### src/rtl/bist_pkg.sv
// bist_pkg: shared encodings and March element tables for the SRAM BIST controller
package bist_pkg;

    typedef enum logic [1:0] {
        ST_IDLE  = 2'd0,
        ST_RUN   = 2'd1,
        ST_DRAIN = 2'd2,
        ST_DONE  = 2'd3
    } state_t;

    typedef enum logic {
        MODE_MARCH_C = 1'b0,
        MODE_MATS_P  = 1'b1
    } mode_t;

    // Per-element op description; bit 0 of rd/pat is the first op at an address.
    typedef struct packed {
        logic       two_ops;
        logic [1:0] rd;
        logic [1:0] pat;
    } elem_t;

    // March C-: up(w0) up(r0,w1) up(r1,w0) down(r0,w1) down(r1,w0) down(r0)
    // MATS+   : up(w0) up(r0,w1) down(r1,w0)
    function automatic elem_t get_elem(mode_t m, logic [2:0] idx);
        elem_t e;
        e = '0;
        if (m == MODE_MATS_P) begin
            case (idx)
                3'd1:    e = {1'b1, 2'b01, 2'b10};
                3'd2:    e = {1'b1, 2'b01, 2'b01};
                default: e = {1'b0, 2'b00, 2'b00};
            endcase
        end else begin
            case (idx)
                3'd1:    e = {1'b1, 2'b01, 2'b10};
                3'd2:    e = {1'b1, 2'b01, 2'b01};
                3'd3:    e = {1'b1, 2'b01, 2'b10};
                3'd4:    e = {1'b1, 2'b01, 2'b01};
                3'd5:    e = {1'b0, 2'b01, 2'b00};
                default: e = {1'b0, 2'b00, 2'b00};
            endcase
        end
        return e;
    endfunction

    function automatic logic elem_is_down(mode_t m, logic [2:0] idx);
        return (m == MODE_MATS_P) ? (idx == 3'd2) : (idx >= 3'd3);
    endfunction

    function automatic logic is_last_elem(mode_t m, logic [2:0] idx);
        return idx == ((m == MODE_MATS_P) ? 3'd2 : 3'd5);
    endfunction

endpackage

### src/rtl/bist_addr_gen.sv
// bist_addr_gen: up/down address counter with load-to-start, step and last-address flag
module bist_addr_gen #(
    parameter int ADDR_W = 8
) (
    input  logic              i_clk,
    input  logic              i_rst,
    input  logic              i_load,
    input  logic              i_load_down,
    input  logic              i_step,
    output logic [ADDR_W-1:0] o_addr,
    output logic              o_last
);

    logic [ADDR_W-1:0] r_addr;
    logic              r_down;

    // Load jumps to the first address of the element's direction; step walks toward the far end.
    always_ff @(posedge i_clk) begin
        if (!i_rst) begin
            r_addr <= '0;
            r_down <= 1'b0;
        end else if (i_load) begin
            r_down <= i_load_down;
            r_addr <= i_load_down ? '1 : '0;
        end else if (i_step) begin
            r_addr <= r_down ? r_addr - 1'b1 : r_addr + 1'b1;
        end
    end

    assign o_addr = r_addr;
    assign o_last = r_down ? (r_addr == '0) : (r_addr == '1);

endmodule

### src/rtl/bist_march_ctrl.sv
// bist_march_ctrl: March C- / MATS+ SRAM BIST controller with pipelined read compare
module bist_march_ctrl
    import bist_pkg::*;
#(
    parameter int ADDR_W       = 8,
    parameter int DATA_W       = 4,
    parameter int STOP_ON_FAIL = 0
) (
    input  logic              i_clk,
    input  logic              i_rst,
    input  logic              i_start,
    input  logic              i_mode,
    input  logic [DATA_W-1:0] i_sram_rdata,
    output logic              o_mux_sel,
    output logic              o_cen,
    output logic              o_wen,
    output logic [ADDR_W-1:0] o_sram_addr,
    output logic [DATA_W-1:0] o_sram_wdata,
    output logic              o_busy,
    output logic              o_done,
    output logic              o_pass,
    output logic [ADDR_W-1:0] o_fail_addr
);

    state_t            r_state, w_next;
    mode_t             r_mode;
    logic [2:0]        r_elem;
    logic              r_op;
    logic              r_rearm;
    logic              r_cmp_valid;
    logic              r_exp_pat;
    logic [ADDR_W-1:0] r_exp_addr;
    logic              r_pass;
    logic [ADDR_W-1:0] r_fail_addr;

    elem_t             w_elem;
    logic              w_rd, w_pat, w_op_last, w_elem_last, w_addr_last;
    logic              w_miss, w_abort, w_issue, w_launch, w_load, w_load_down, w_step;
    logic [ADDR_W-1:0] w_addr;

    assign w_elem      = get_elem(r_mode, r_elem);
    assign w_rd        = w_elem.rd[r_op];
    assign w_pat       = w_elem.pat[r_op];
    assign w_op_last   = !w_elem.two_ops || r_op;
    assign w_elem_last = is_last_elem(r_mode, r_elem);
    assign w_miss      = r_cmp_valid && (i_sram_rdata != {DATA_W{r_exp_pat}});
    assign w_abort     = (STOP_ON_FAIL != 0) && w_miss && (r_state == ST_RUN);
    assign w_issue     = (r_state == ST_RUN) && !w_abort;
    // A relaunch from DONE needs start to have been seen low while in DONE.
    assign w_launch    = i_start && ((r_state == ST_IDLE) || ((r_state == ST_DONE) && r_rearm));
    assign w_load      = w_launch || (w_issue && w_op_last && w_addr_last && !w_elem_last);
    assign w_load_down = w_launch ? elem_is_down(mode_t'(i_mode), 3'd0)
                                  : elem_is_down(r_mode, r_elem + 3'd1);
    assign w_step      = w_issue && w_op_last && !w_addr_last;

    bist_addr_gen #(.ADDR_W(ADDR_W)) u_addr_gen (
        .i_clk      (i_clk),
        .i_rst      (i_rst),
        .i_load     (w_load),
        .i_load_down(w_load_down),
        .i_step     (w_step),
        .o_addr     (w_addr),
        .o_last     (w_addr_last)
    );

    // State register.
    always_ff @(posedge i_clk) begin
        if (!i_rst) r_state <= ST_IDLE;
        else        r_state <= w_next;
    end

    // Next-state and SRAM-port decode.
    always_comb begin
        w_next       = r_state;
        o_mux_sel    = 1'b0;
        o_cen        = 1'b0;
        o_wen        = 1'b0;
        o_sram_addr  = '0;
        o_sram_wdata = '0;
        o_busy       = 1'b0;
        o_done       = 1'b0;
        case (r_state)
            ST_IDLE:  w_next = w_launch ? ST_RUN : ST_IDLE;
            ST_RUN: begin
                o_mux_sel    = 1'b1;
                o_busy       = 1'b1;
                o_cen        = w_issue;
                o_wen        = w_issue && !w_rd;
                o_sram_addr  = w_addr;
                o_sram_wdata = {DATA_W{w_pat}};
                if (w_abort || (w_op_last && w_addr_last && w_elem_last)) w_next = ST_DRAIN;
            end
            ST_DRAIN: begin
                o_busy = 1'b1;
                w_next = ST_DONE;
            end
            ST_DONE: begin
                o_done = 1'b1;
                w_next = w_launch ? ST_RUN : ST_DONE;
            end
            default:  w_next = ST_IDLE;
        endcase
    end

    // Sequencing through elements/ops, registering read expectations and recording the first miscompare.
    always_ff @(posedge i_clk) begin
        if (!i_rst) begin
            r_mode      <= MODE_MARCH_C;
            r_elem      <= '0;
            r_op        <= 1'b0;
            r_rearm     <= 1'b0;
            r_cmp_valid <= 1'b0;
            r_exp_pat   <= 1'b0;
            r_exp_addr  <= '0;
            r_pass      <= 1'b1;
            r_fail_addr <= '0;
        end else begin
            r_rearm     <= (r_state == ST_DONE) && (r_rearm || !i_start);
            r_cmp_valid <= w_issue && w_rd;
            r_exp_pat   <= w_pat;
            r_exp_addr  <= w_addr;
            if (w_launch) begin
                r_mode      <= mode_t'(i_mode);
                r_elem      <= '0;
                r_op        <= 1'b0;
                r_pass      <= 1'b1;
                r_fail_addr <= '0;
            end else begin
                if (w_issue) begin
                    r_op <= !w_op_last;
                    if (w_op_last && w_addr_last && !w_elem_last) r_elem <= r_elem + 3'd1;
                end
                if (w_miss && r_pass) begin
                    r_pass      <= 1'b0;
                    r_fail_addr <= r_exp_addr;
                end
            end
        end
    end

    assign o_pass      = r_pass;
    assign o_fail_addr = r_fail_addr;

endmodule

### config.mk
export PLATFORM = sky130hd
export DESIGN_NAME = bist_march_ctrl
export DESIGN_NICKNAME = d
export VERILOG_FILES = /design/src/rtl/bist_pkg.sv /design/src/rtl/bist_addr_gen.sv /design/src/rtl/bist_march_ctrl.sv
export SDC_FILE = /design/constraint.sdc
export NUM_CORES = 1
export LEC_CHECK = 0
export BUFFER_PORTS_ARGS = -buffer_cell sky130_fd_sc_hd__buf_4
export CAP_MARGIN = 10
export CORE_ASPECT_RATIO = 1.1
export CORE_MARGIN = 2
export CORE_UTILIZATION = 35
export DETAILED_ROUTE_END_ITERATION = 8
export GPL_ROUTABILITY_DRIVEN = 0
export HOLD_SLACK_MARGIN = 0.05
export SYNTH_ARGS = -nofsm -noshare
export SYNTH_HDL_FRONTEND = slang
export SYNTH_SLANG_ARGS = --single-unit
export TNS_END_PERCENT = 100
### constraint.sdc
create_clock -name i_clk -period 3.7 [get_ports i_clk]
set_clock_uncertainty 0.2 [all_clocks]
set_input_delay 0.74 -clock i_clk [delete_from_list [all_inputs] [get_ports i_clk]]
set_output_delay 0.74 -clock i_clk [all_outputs]
set_load 0.01 [all_outputs]
==> results.sh, run 1 <==
export IMPL_multi_input_area_um2=1180
export IMPL_ctsHoldBuffers=0
export IMPL_worst_slew_pin_slew_ps=743
export IMPL_cp_top_family="flip-flops"
export IMPL_synthArstFlopShare=0
export IMPL_crit_start="r_elem[0]"
export IMPL_ant_nets=0
export IMPL_fin_setup_tns_ps=0
export IMPL_syn_area_per_cell_um2=8.48
export IMPL_max_stage_delay_ps=470
export IMPL_cts_buffers_inserted=5
export IMPL_die_h_um=83.1
export IMPL_insertedDiodeCount=0
export IMPL_design_core_area_um2=5430
export IMPL_ys_warn_count=0
export IMPL_dpl_cell_area_um2=2290
export IMPL_status="finished, final reports clean"
export IMPL_cts_tree="built"
export IMPL_io_pin_count=34
export IMPL_crit_chain="inv_1 > ha_1 > a221oi_1 > a31oi_1 > and2_1 > buf_4"
export IMPL_nNetsFinal=292
export IMPL_overflow=0
export IMPL_vias=1662
export IMPL_wl_per_cell_um=12.3
export IMPL_arrival_ps=1880
export IMPL_synth_edf_count=0
export IMPL_yosys_area_top_type_share=0.362
export IMPL_antenna_found_initial=0
export IMPL_synth_most_common_cell="dfxtp_1"
export IMPL_total_leakage_power_nw=1.05
export IMPL_setup_viol=0
export IMPL_rows=28
export IMPL_worstPathRequired_ps=2760
export IMPL_fin_area_um2=2400
export IMPL_areaGrowthSynthToFinish_pct=20.5
export IMPL_grt_pass1_vias=1573
export IMPL_period_needed_ps=2820
export IMPL_grt_max_degree=25
export IMPL_first_pass_iters=4
export IMPL_crit_slowest_cell="dfxtp_1"
export IMPL_htreeDepth=2
export IMPL_place_ws_ps=1130
export IMPL_yosys_cell_types_count=46
export IMPL_crit_path_end_kind="primary output"
export IMPL_stdcell_count=343
export IMPL_path_depth=6
export IMPL_fin_crit_sh=0.762
export IMPL_synth_commonest_cells="dfxtp_1, nor2_1, a21oi_1"
export IMPL_cp_buffers_inverters=2
export IMPL_cts_path_max_buffers=2
export IMPL_vias_per_cell=4.85
export IMPL_insertion_delay_ps=280
export IMPL_ctsRootBufferMaster="clkbuf_8"
export IMPL_setup_ws_ps=879
export IMPL_dpl_cell_count=335
export IMPL_drc_errors=0
export IMPL_rrSetupSlack_ps=1090
export IMPL_synth_area_leaders="dfxtp_1, ha_1, a21oi_1, and2_1, mux2i_1"
export IMPL_clkTransAtPathRegs_ps=70
export IMPL_cts_sinks=36
export IMPL_final_util=0.442
export IMPL_r2r_start="r_elem[0]"
export IMPL_cts_resized=0
export IMPL_slew_headroom=0.499
export IMPL_post_cts_setup_buffers=0
export IMPL_drive_above_1_share=0.187
export IMPL_io_buffer_count=33
export IMPL_ir_worst_vdd_mv=0.216
export IMPL_first_iter_violations=53
export IMPL_regArea_um2=721
export IMPL_r2r_cells=8
export IMPL_fillers=556
export IMPL_slew_violations=0
export IMPL_worstHoldPathType="reg -> reg"
export IMPL_setup_worst_path_end="o_sram_wdata[3]"
export IMPL_r2r_end="u_addr_gen.o_addr[5]"
export IMPL_crit_path_max_fanout=8
export IMPL_wirelength_um=4220
export IMPL_die_area_um2=6310
export IMPL_cp_start_kind="flip-flop"
export IMPL_maxCapViolCount=0
export IMPL_start_util=0.367
export IMPL_dp_hpwl_um=3140
export IMPL_synth_main_ff_cell="dfxtp_1"
export IMPL_grt_use_total=0.137
export IMPL_mappedNetlistArea_um2=1990
export IMPL_grt_pass1_wl_um=7090
export IMPL_syn_nets=260
export IMPL_crit_type="reg -> out"
export IMPL_finalHoldViolCount=0
export IMPL_p_per_area_nw_per_um2=528
export IMPL_synth_seq_area_share=0.362
export IMPL_fp_dieW_um=76.0
export IMPL_synth_seq_cells=36
export IMPL_yosys_area_top_type="dfxtp_1"
export IMPL_postSynthCellCount=235
export IMPL_max_freq_mhz=355
export IMPL_rsz0062_at_grt="no"
through the flow:
step | total power, mW | hold slack, ps
floorplan | 0.803 | 222
global placement | 0.939 | 235
detailed placement | 0.945 | 241
CTS | 1.28 | 252
global route | 1.36 | 273
finish | 1.27 | 250
layout by cell type (no fill, tap or decap), types with 2 or more instances in the layout:
cell,instances
nand2_1,20
nand4_1,2
and2_1,16
ha_1,16
a21oi_1,21
a31oi_1,3
and2_2,2
nand3_1,8
xor2_1,2
nor2b_1,2
o21ai_0,14
xnor2_1,5
clkbuf_8,5
nor3_1,2
buf_4,33
and3_1,2
o21a_1,2
nand2b_1,2
a21o_1,2
nor2_1,24
a21boi_0,2
dfxtp_1,36
mux2i_1,9
inv_1,13
routing by layer:
layer | up-vias | global-route usage | routed length, um
met5 | - | 0 | 0
met4 | 0 | 0.0496 | 41
met3 | 2 | 0.0293 | 197
met2 | 38 | 0.244 | 2040
met1 | 748 | 0.163 | 1950
li1 | 874 | - | -
worst register-to-register path: stages (launching register included):
cell	delay, ps
dfxtp_1	470
inv_1	110
ha_1	240
a21oi_1	150
o22a_1	190
o21ai_0	180
o21ai_0	680
o21ai_0	170
a21oi_1	140
sequential cells by signal, indices dropped and copies added (netlist names):
signal and flops:
r_mode 1, r_op 1, o_fail_addr 8, u_addr_gen.r_down 1, r_rearm 1, r_elem 3
r_exp_addr 8, r_state 2, r_cmp_valid 1, o_pass 1, r_exp_pat 1, u_addr_gen.o_addr 8
power breakdown:
group	internal [mW]	switching (mW)
clock network	0.199	0.138
registers	0.449	0.0723
logic	0.176	0.234
cells by family after synthesis:
| kind of cell | Yosys count | synth area share |
|---|---|---|
| AND/OR/NAND/NOR | 89 | 0.234 |
| AO/OA/AOI/OAI | 56 | 0.171 |
| flip-flops | 36 | 0.362 |
| buffers and inverters | 21 | 0.0471 |
| adder cells (fa/ha/maj) | 17 | 0.110 |
| multiplexers | 9 | 0.0452 |
| XOR/XNOR | 7 | 0.0308 |
cell type report:
class	instances	share of cell area
repair buffers	33	0.103
inverters	13	0.0203
well taps	75	0.0391
clock buffers	5	0.0287
clock inverters	3	0.0177
flip-flops and latches	36	0.300
multi-input cells	178	0.491
worst min-delay path by stage:
stage	from	to	slack (ps)	cells after the start
final	r_rearm	r_rearm	250	2
after global routing	r_rearm	r_rearm	270	2
after CTS	r_rearm	r_rearm	250	2
after detailed placement	r_rearm	r_rearm	240	2
after global placement	r_rearm	r_rearm	240	2
after floorplan	r_rearm	r_rearm	220	2
No activity file was read; power rests on OpenSTA's default activity.
==> run 2: changes to the inputs <==
==> constraint.sdc (replaced) <==
create_clock -name i_clk -period 2.93 [get_ports i_clk]
set_clock_uncertainty 0.2 [all_clocks]
set_input_delay 0.586 -clock i_clk [delete_from_list [all_inputs] [get_ports i_clk]]
set_output_delay 0.586 -clock i_clk [all_outputs]
set_load 0.01 [all_outputs]
==> run 2 against run 1 <==
  * Sequential power rose by 27%
  * Hold slack improved by 3.0 ps
  * Power is 28% higher
  * Core utilization is 0.14 points higher
  * Critical path depth is the same
  * Design area increased by 0.31%
==> results.sh, run 2 (synthesis gave the netlist of run 1 again) <==
export IMPL_insertedDiodeCount=0
export IMPL_worst_slew_pin_slew_ps=568
export IMPL_drc_errors=0
export IMPL_wl_per_cell_um=12.6
export IMPL_final_cell_mix="dfxtp_1, buf_4, nor2_1, a21oi_1, nand2_1"
export IMPL_cts_path_max_buffers=2
export IMPL_crit_path_end_kind="primary output"
export IMPL_finalHoldViolCount=0
export IMPL_top_layer="met4"
export IMPL_htreeDepth=2
export IMPL_cts_sinks=36
export IMPL_period_needed_ps=2660
export IMPL_met1_length_um=2000
export IMPL_grt_max_degree=25
export IMPL_ant_nets=0
export IMPL_grt_use_total=0.143
export IMPL_io_pin_count=34
export IMPL_overflow=0
export IMPL_drive_above_1_share=0.190
export IMPL_crit_path_max_fanout=8
export IMPL_regArea_um2=721
export IMPL_post_cts_setup_buffers=0
export IMPL_slew_headroom=0.620
export IMPL_wl_met3_um=216
export IMPL_start_util=0.367
export IMPL_clkTransAtPathRegs_ps=80
export IMPL_setup_viol=0
export IMPL_fin_setup_tns_ps=0
export IMPL_fp_dieW_um=76.0
export IMPL_cts_tree="built"
export IMPL_worstPathRequired_ps=2140
export IMPL_antenna_found_initial=0
export IMPL_fillers=560
export IMPL_insertion_delay_ps=290
export IMPL_first_pass_iters=5
export IMPL_arrival_ps=1880
export IMPL_met2RoutedLength_um=2040
export IMPL_design_core_area_um2=5430
export IMPL_areaGrowthSynthToFinish_pct=20.8
export IMPL_stdcell_count=344
export IMPL_die_area_um2=6310
export IMPL_io_buffer_count=33
export IMPL_max_freq_mhz=376
export IMPL_first_iter_violations=106
export IMPL_vias_per_cell=4.85
export IMPL_die_h_um=83.1
export IMPL_grt_pass1_vias=1566
export IMPL_cts_buffers_inserted=5
export IMPL_cp_start_kind="flip-flop"
export IMPL_p_per_area_nw_per_um2=676
export IMPL_nNetsFinal=293
export IMPL_ir_worst_vdd_mv=0.231
export IMPL_vias=1669
export IMPL_worstHoldPathType="reg -> reg"
export IMPL_rsz0062_at_grt="no"
export IMPL_ctsRootBufferMaster="clkbuf_8"
export IMPL_total_leakage_power_nw=1.05
export IMPL_ctsHoldBuffers=0
export IMPL_status="finished, final reports clean"
export IMPL_dp_hpwl_um=3270
export IMPL_final_util=0.444
export IMPL_power_mw=1.63
export IMPL_fin_crit_sh=0.909
export IMPL_cts_resized=0
export IMPL_grt_pass1_wl_um=7410
export IMPL_rows=28
export IMPL_final_common_cell="dfxtp_1"
export IMPL_multi_input_area_um2=1180
export IMPL_wirelength_um=4330
export IMPL_maxCapViolCount=0
export IMPL_slew_violations=0
export IMPL_dpl_cell_count=336
export IMPL_crit_type="reg -> out"
run 2: layout make-up:
class	count	share of cell area
repair buffers	34	0.106
flip-flops and latches	36	0.299
well taps	75	0.0390
inverters	13	0.0203
multi-input cells	178	0.489
clock inverters	3	0.0177
clock buffers	5	0.0286
run 2: through the flow:
stage / hold WS, ps / instance area, um2 / worst slack, ps
after floorplan: 222 / 1990 / 707
after global placement: 231 / 2300 / 634
after detailed placement: 240 / 2300 / 593
after CTS: 252 / 2410 / 272
after global routing: 264 / 2410 / 120
final: 253 / 2410 / 268
run 2: worst max-delay path, cell delays in order (launching register included):
cell and delay [ps]:
dfxtp_1 470, inv_1 100, ha_1 250, a221oi_1 330, a31oi_1 80, and2_1 210, buf_4 150
run 2: power breakdown:
group | leakage (nW) | switching [mW] | internal, mW
Clock | 0.0541 | 0.183 | 0.252
Sequential | 0.293 | 0.0947 | 0.567
Combinational | 0.703 | 0.299 | 0.234
Total | 1.05 | 0.577 | 1.05
run 2: final timing paths:
| path | from | end | slack (ps) | cells after the start |
|---|---|---|---|---|
| worst min-delay path | r_rearm | r_rearm | 250 | 2 |
| worst min register to register | r_rearm | r_rearm | 250 | 2 |
| worst max-delay path | r_elem[0] | o_sram_wdata[3] | 270 | 6 |
| worst max register to register | r_elem[0] | u_addr_gen.o_addr[4] | 600 | 8 |
run 2: per-layer routing:
| layer | GRT usage | up-vias |
|---|---|---|
| met4 | 0.0545 | 0 |
| li1 | - | 876 |
| met3 | 0.0380 | 6 |
| met2 | 0.235 | 41 |
| met1 | 0.179 | 746 |
| met5 | 0 | - |
==> run 3: changes to the inputs <==
==> constraint.sdc (replaced) <==
create_clock -name i_clk -period 3.4 [get_ports i_clk]
set_clock_uncertainty 0.2 [all_clocks]
set_input_delay 0.68 -clock i_clk [delete_from_list [all_inputs] [get_ports i_clk]]
set_output_delay 0.68 -clock i_clk [all_outputs]
set_load 0.01 [all_outputs]
==> run 3 against run 2 <==
  * Die area stayed put
  * Global-route usage hardly changed
  * Sequential power is 13% lower
  * First-iteration DRC count is 4.7% lower
  * Hold slack better by 1.5 ps
  * Clock-buffer cell count stayed put
  * Sequential share of layout area stayed put
  * Critical path depth stayed put
  * Flip-flop and latch count stayed put
  * Core utilization stayed put
  * Clock power is 15% lower
  * Power is 14% lower
  * Highest routed layer unchanged
==> results.sh, run 3 (synthesis gave the netlist of run 1 again) <==
export IMPL_insertedDiodeCount=0
export IMPL_cts_buffers_inserted=5
export IMPL_p_per_area_nw_per_um2=580
export IMPL_cp_buffers_inverters=2
export IMPL_rsz0062_at_grt="no"
export IMPL_grt_use_total=0.143
export IMPL_dpl_cell_count=336
export IMPL_grt_max_degree=25
export IMPL_total_leakage_power_nw=1.05
export IMPL_arrival_ps=1860
export IMPL_maxCapViolCount=0
export IMPL_r2r_cells=8
export IMPL_design_core_area_um2=5430
export IMPL_worstHoldPathType="reg -> reg"
export IMPL_fin_setup_tns_ps=0
export IMPL_cts_resized=0
export IMPL_first_iter_violations=101
export IMPL_drive_above_1_share=0.190
export IMPL_fin_crit_sh=0.807
export IMPL_ir_worst_vdd_mv=0.183
export IMPL_slew_headroom=0.545
export IMPL_fp_dieW_um=76.0
export IMPL_top_usage_layer="met2"
export IMPL_crit_chain="inv_1 > ha_1 > a221oi_1 > a31oi_1 > and2_1 > buf_4"
export IMPL_cts_sinks=36
export IMPL_cts_tree="built"
export IMPL_antenna_found_initial=0
export IMPL_worstPathRequired_ps=2520
export IMPL_final_cell_mix="dfxtp_1, buf_4, nor2_1, a21oi_1, nand2_1"
export IMPL_cts_path_max_buffers=2
export IMPL_finalHoldViolCount=0
export IMPL_post_cts_setup_buffers=0
export IMPL_p_clk_frac=0.265
export IMPL_max_stage_delay_ps=460
export IMPL_rrSetupSlack_ps=900
export IMPL_cp_start_kind="flip-flop"
export IMPL_vias_per_cell=4.94
export IMPL_ant_nets=0
export IMPL_die_area_um2=6310
export IMPL_io_pin_count=34
export IMPL_grt_pass1_wl_um=7310
export IMPL_nNetsFinal=293
export IMPL_period_needed_ps=2740
export IMPL_io_buffer_count=33
export IMPL_rows=28
export IMPL_grt_pass1_vias=1573
export IMPL_r2r_end="u_addr_gen.o_addr[7]"
export IMPL_crit_path_max_fanout=8
export IMPL_setup_viol=0
export IMPL_cp_top_family="flip-flops"
export IMPL_wirelength_um=4350
export IMPL_met1_usage=0.172
export IMPL_vias=1701
export IMPL_p_seq_frac=0.412
export IMPL_status="finished, final reports clean"
export IMPL_first_pass_iters=4
export IMPL_insertion_delay_ps=290
export IMPL_overflow=0
export IMPL_p_int_mw=0.903
export IMPL_final_common_cell="dfxtp_1"
export IMPL_clkTransAtPathRegs_ps=70
export IMPL_worst_slew_pin_slew_ps=676
export IMPL_hold_path_depth=2
export IMPL_crit_type="reg -> out"
export IMPL_fillers=551
export IMPL_htreeDepth=2
export IMPL_p_switching_mw=0.495
export IMPL_dp_hpwl_um=3230
export IMPL_hp_start="r_rearm"
export IMPL_grtUsageMet3=0.0402
export IMPL_stdcell_count=344
export IMPL_grt_use_met2=0.235
export IMPL_p_comb_frac=0.323
export IMPL_r2r_start="r_elem[0]"
export IMPL_wl_per_cell_um=12.6
export IMPL_drc_errors=0
export IMPL_crit_path_end_kind="primary output"
export IMPL_slew_violations=0
export IMPL_p_sw_frac=0.354
export IMPL_hold_end="r_rearm"
export IMPL_max_freq_mhz=365
export IMPL_areaGrowthSynthToFinish_pct=20.8
export IMPL_ctsRootBufferMaster="clkbuf_8"
export IMPL_crit_slowest_cell="dfxtp_1"
export IMPL_start_util=0.367
export IMPL_ctsHoldBuffers=0
export IMPL_die_h_um=83.1
==> run 3: routing by layer <==
layer  share of wire  vias up  wire [um]
met5               0        -          0
met4           0.019        0         82
met3           0.052        5        228
met2            0.47       43       2060
met1            0.46      775       1980
li1                -      878          -
==> run 3: final cells by class <==
type	count	area, um2	share of cell area
Multi-Input combinational cell	178	1180	0.489
Sequential cell	36	721	0.299
Timing Repair Buffer	34	255	0.106
Tap cell	75	93.8	0.0390
Clock buffer	5	68.8	0.0286
Inverter	13	48.8	0.0203
Clock inverter	3	42.5	0.0177
==> run 3: worst max-delay path by stage <==
stage                   start                   end  slack (ps)  cells after the start
finish              r_elem[0]       o_sram_wdata[3]         660                      6
global placement    r_elem[0]       o_sram_wdata[0]        1010                      6
floorplan           r_elem[0]       o_sram_wdata[1]        1080                      6
detailed placement  r_elem[0]  u_addr_gen.o_addr[2]         930                      8
global route        r_elem[0]       o_sram_wdata[3]         480                      6
CTS                 r_elem[0]       o_sram_wdata[3]         660                      6
==> run 3: power groups by stage <==
stage               clock network (mW)  registers, mW  logic (mW)
floorplan                            0          0.546       0.328
global placement                     0          0.582       0.448
detailed placement                   0          0.583       0.456
CTS                              0.384          0.574       0.456
global route                     0.404          0.585       0.509
finish                           0.370          0.576       0.452
==> run 3: worst min-delay path: stages, from the launching register on <==
cell and delay, ps:
dfxtp_1 320, inv_1 50, a21oi_1 50
==> run 3: stage by stage <==
stage	setup WS [ps]	utilization	hold WS, ps	total power, mW	cell area, um2
4_1_cts	656	0.444	260	1.41	2410
2_1_floorplan	1080	-	222	0.874	1990
6_report	657	0.444	255	1.40	2410
3_5_place_dp	933	0.423	248	1.04	2300
5_1_grt	483	0.444	297	1.50	2410
3_3_place_gp	1010	0.423	235	1.03	2300
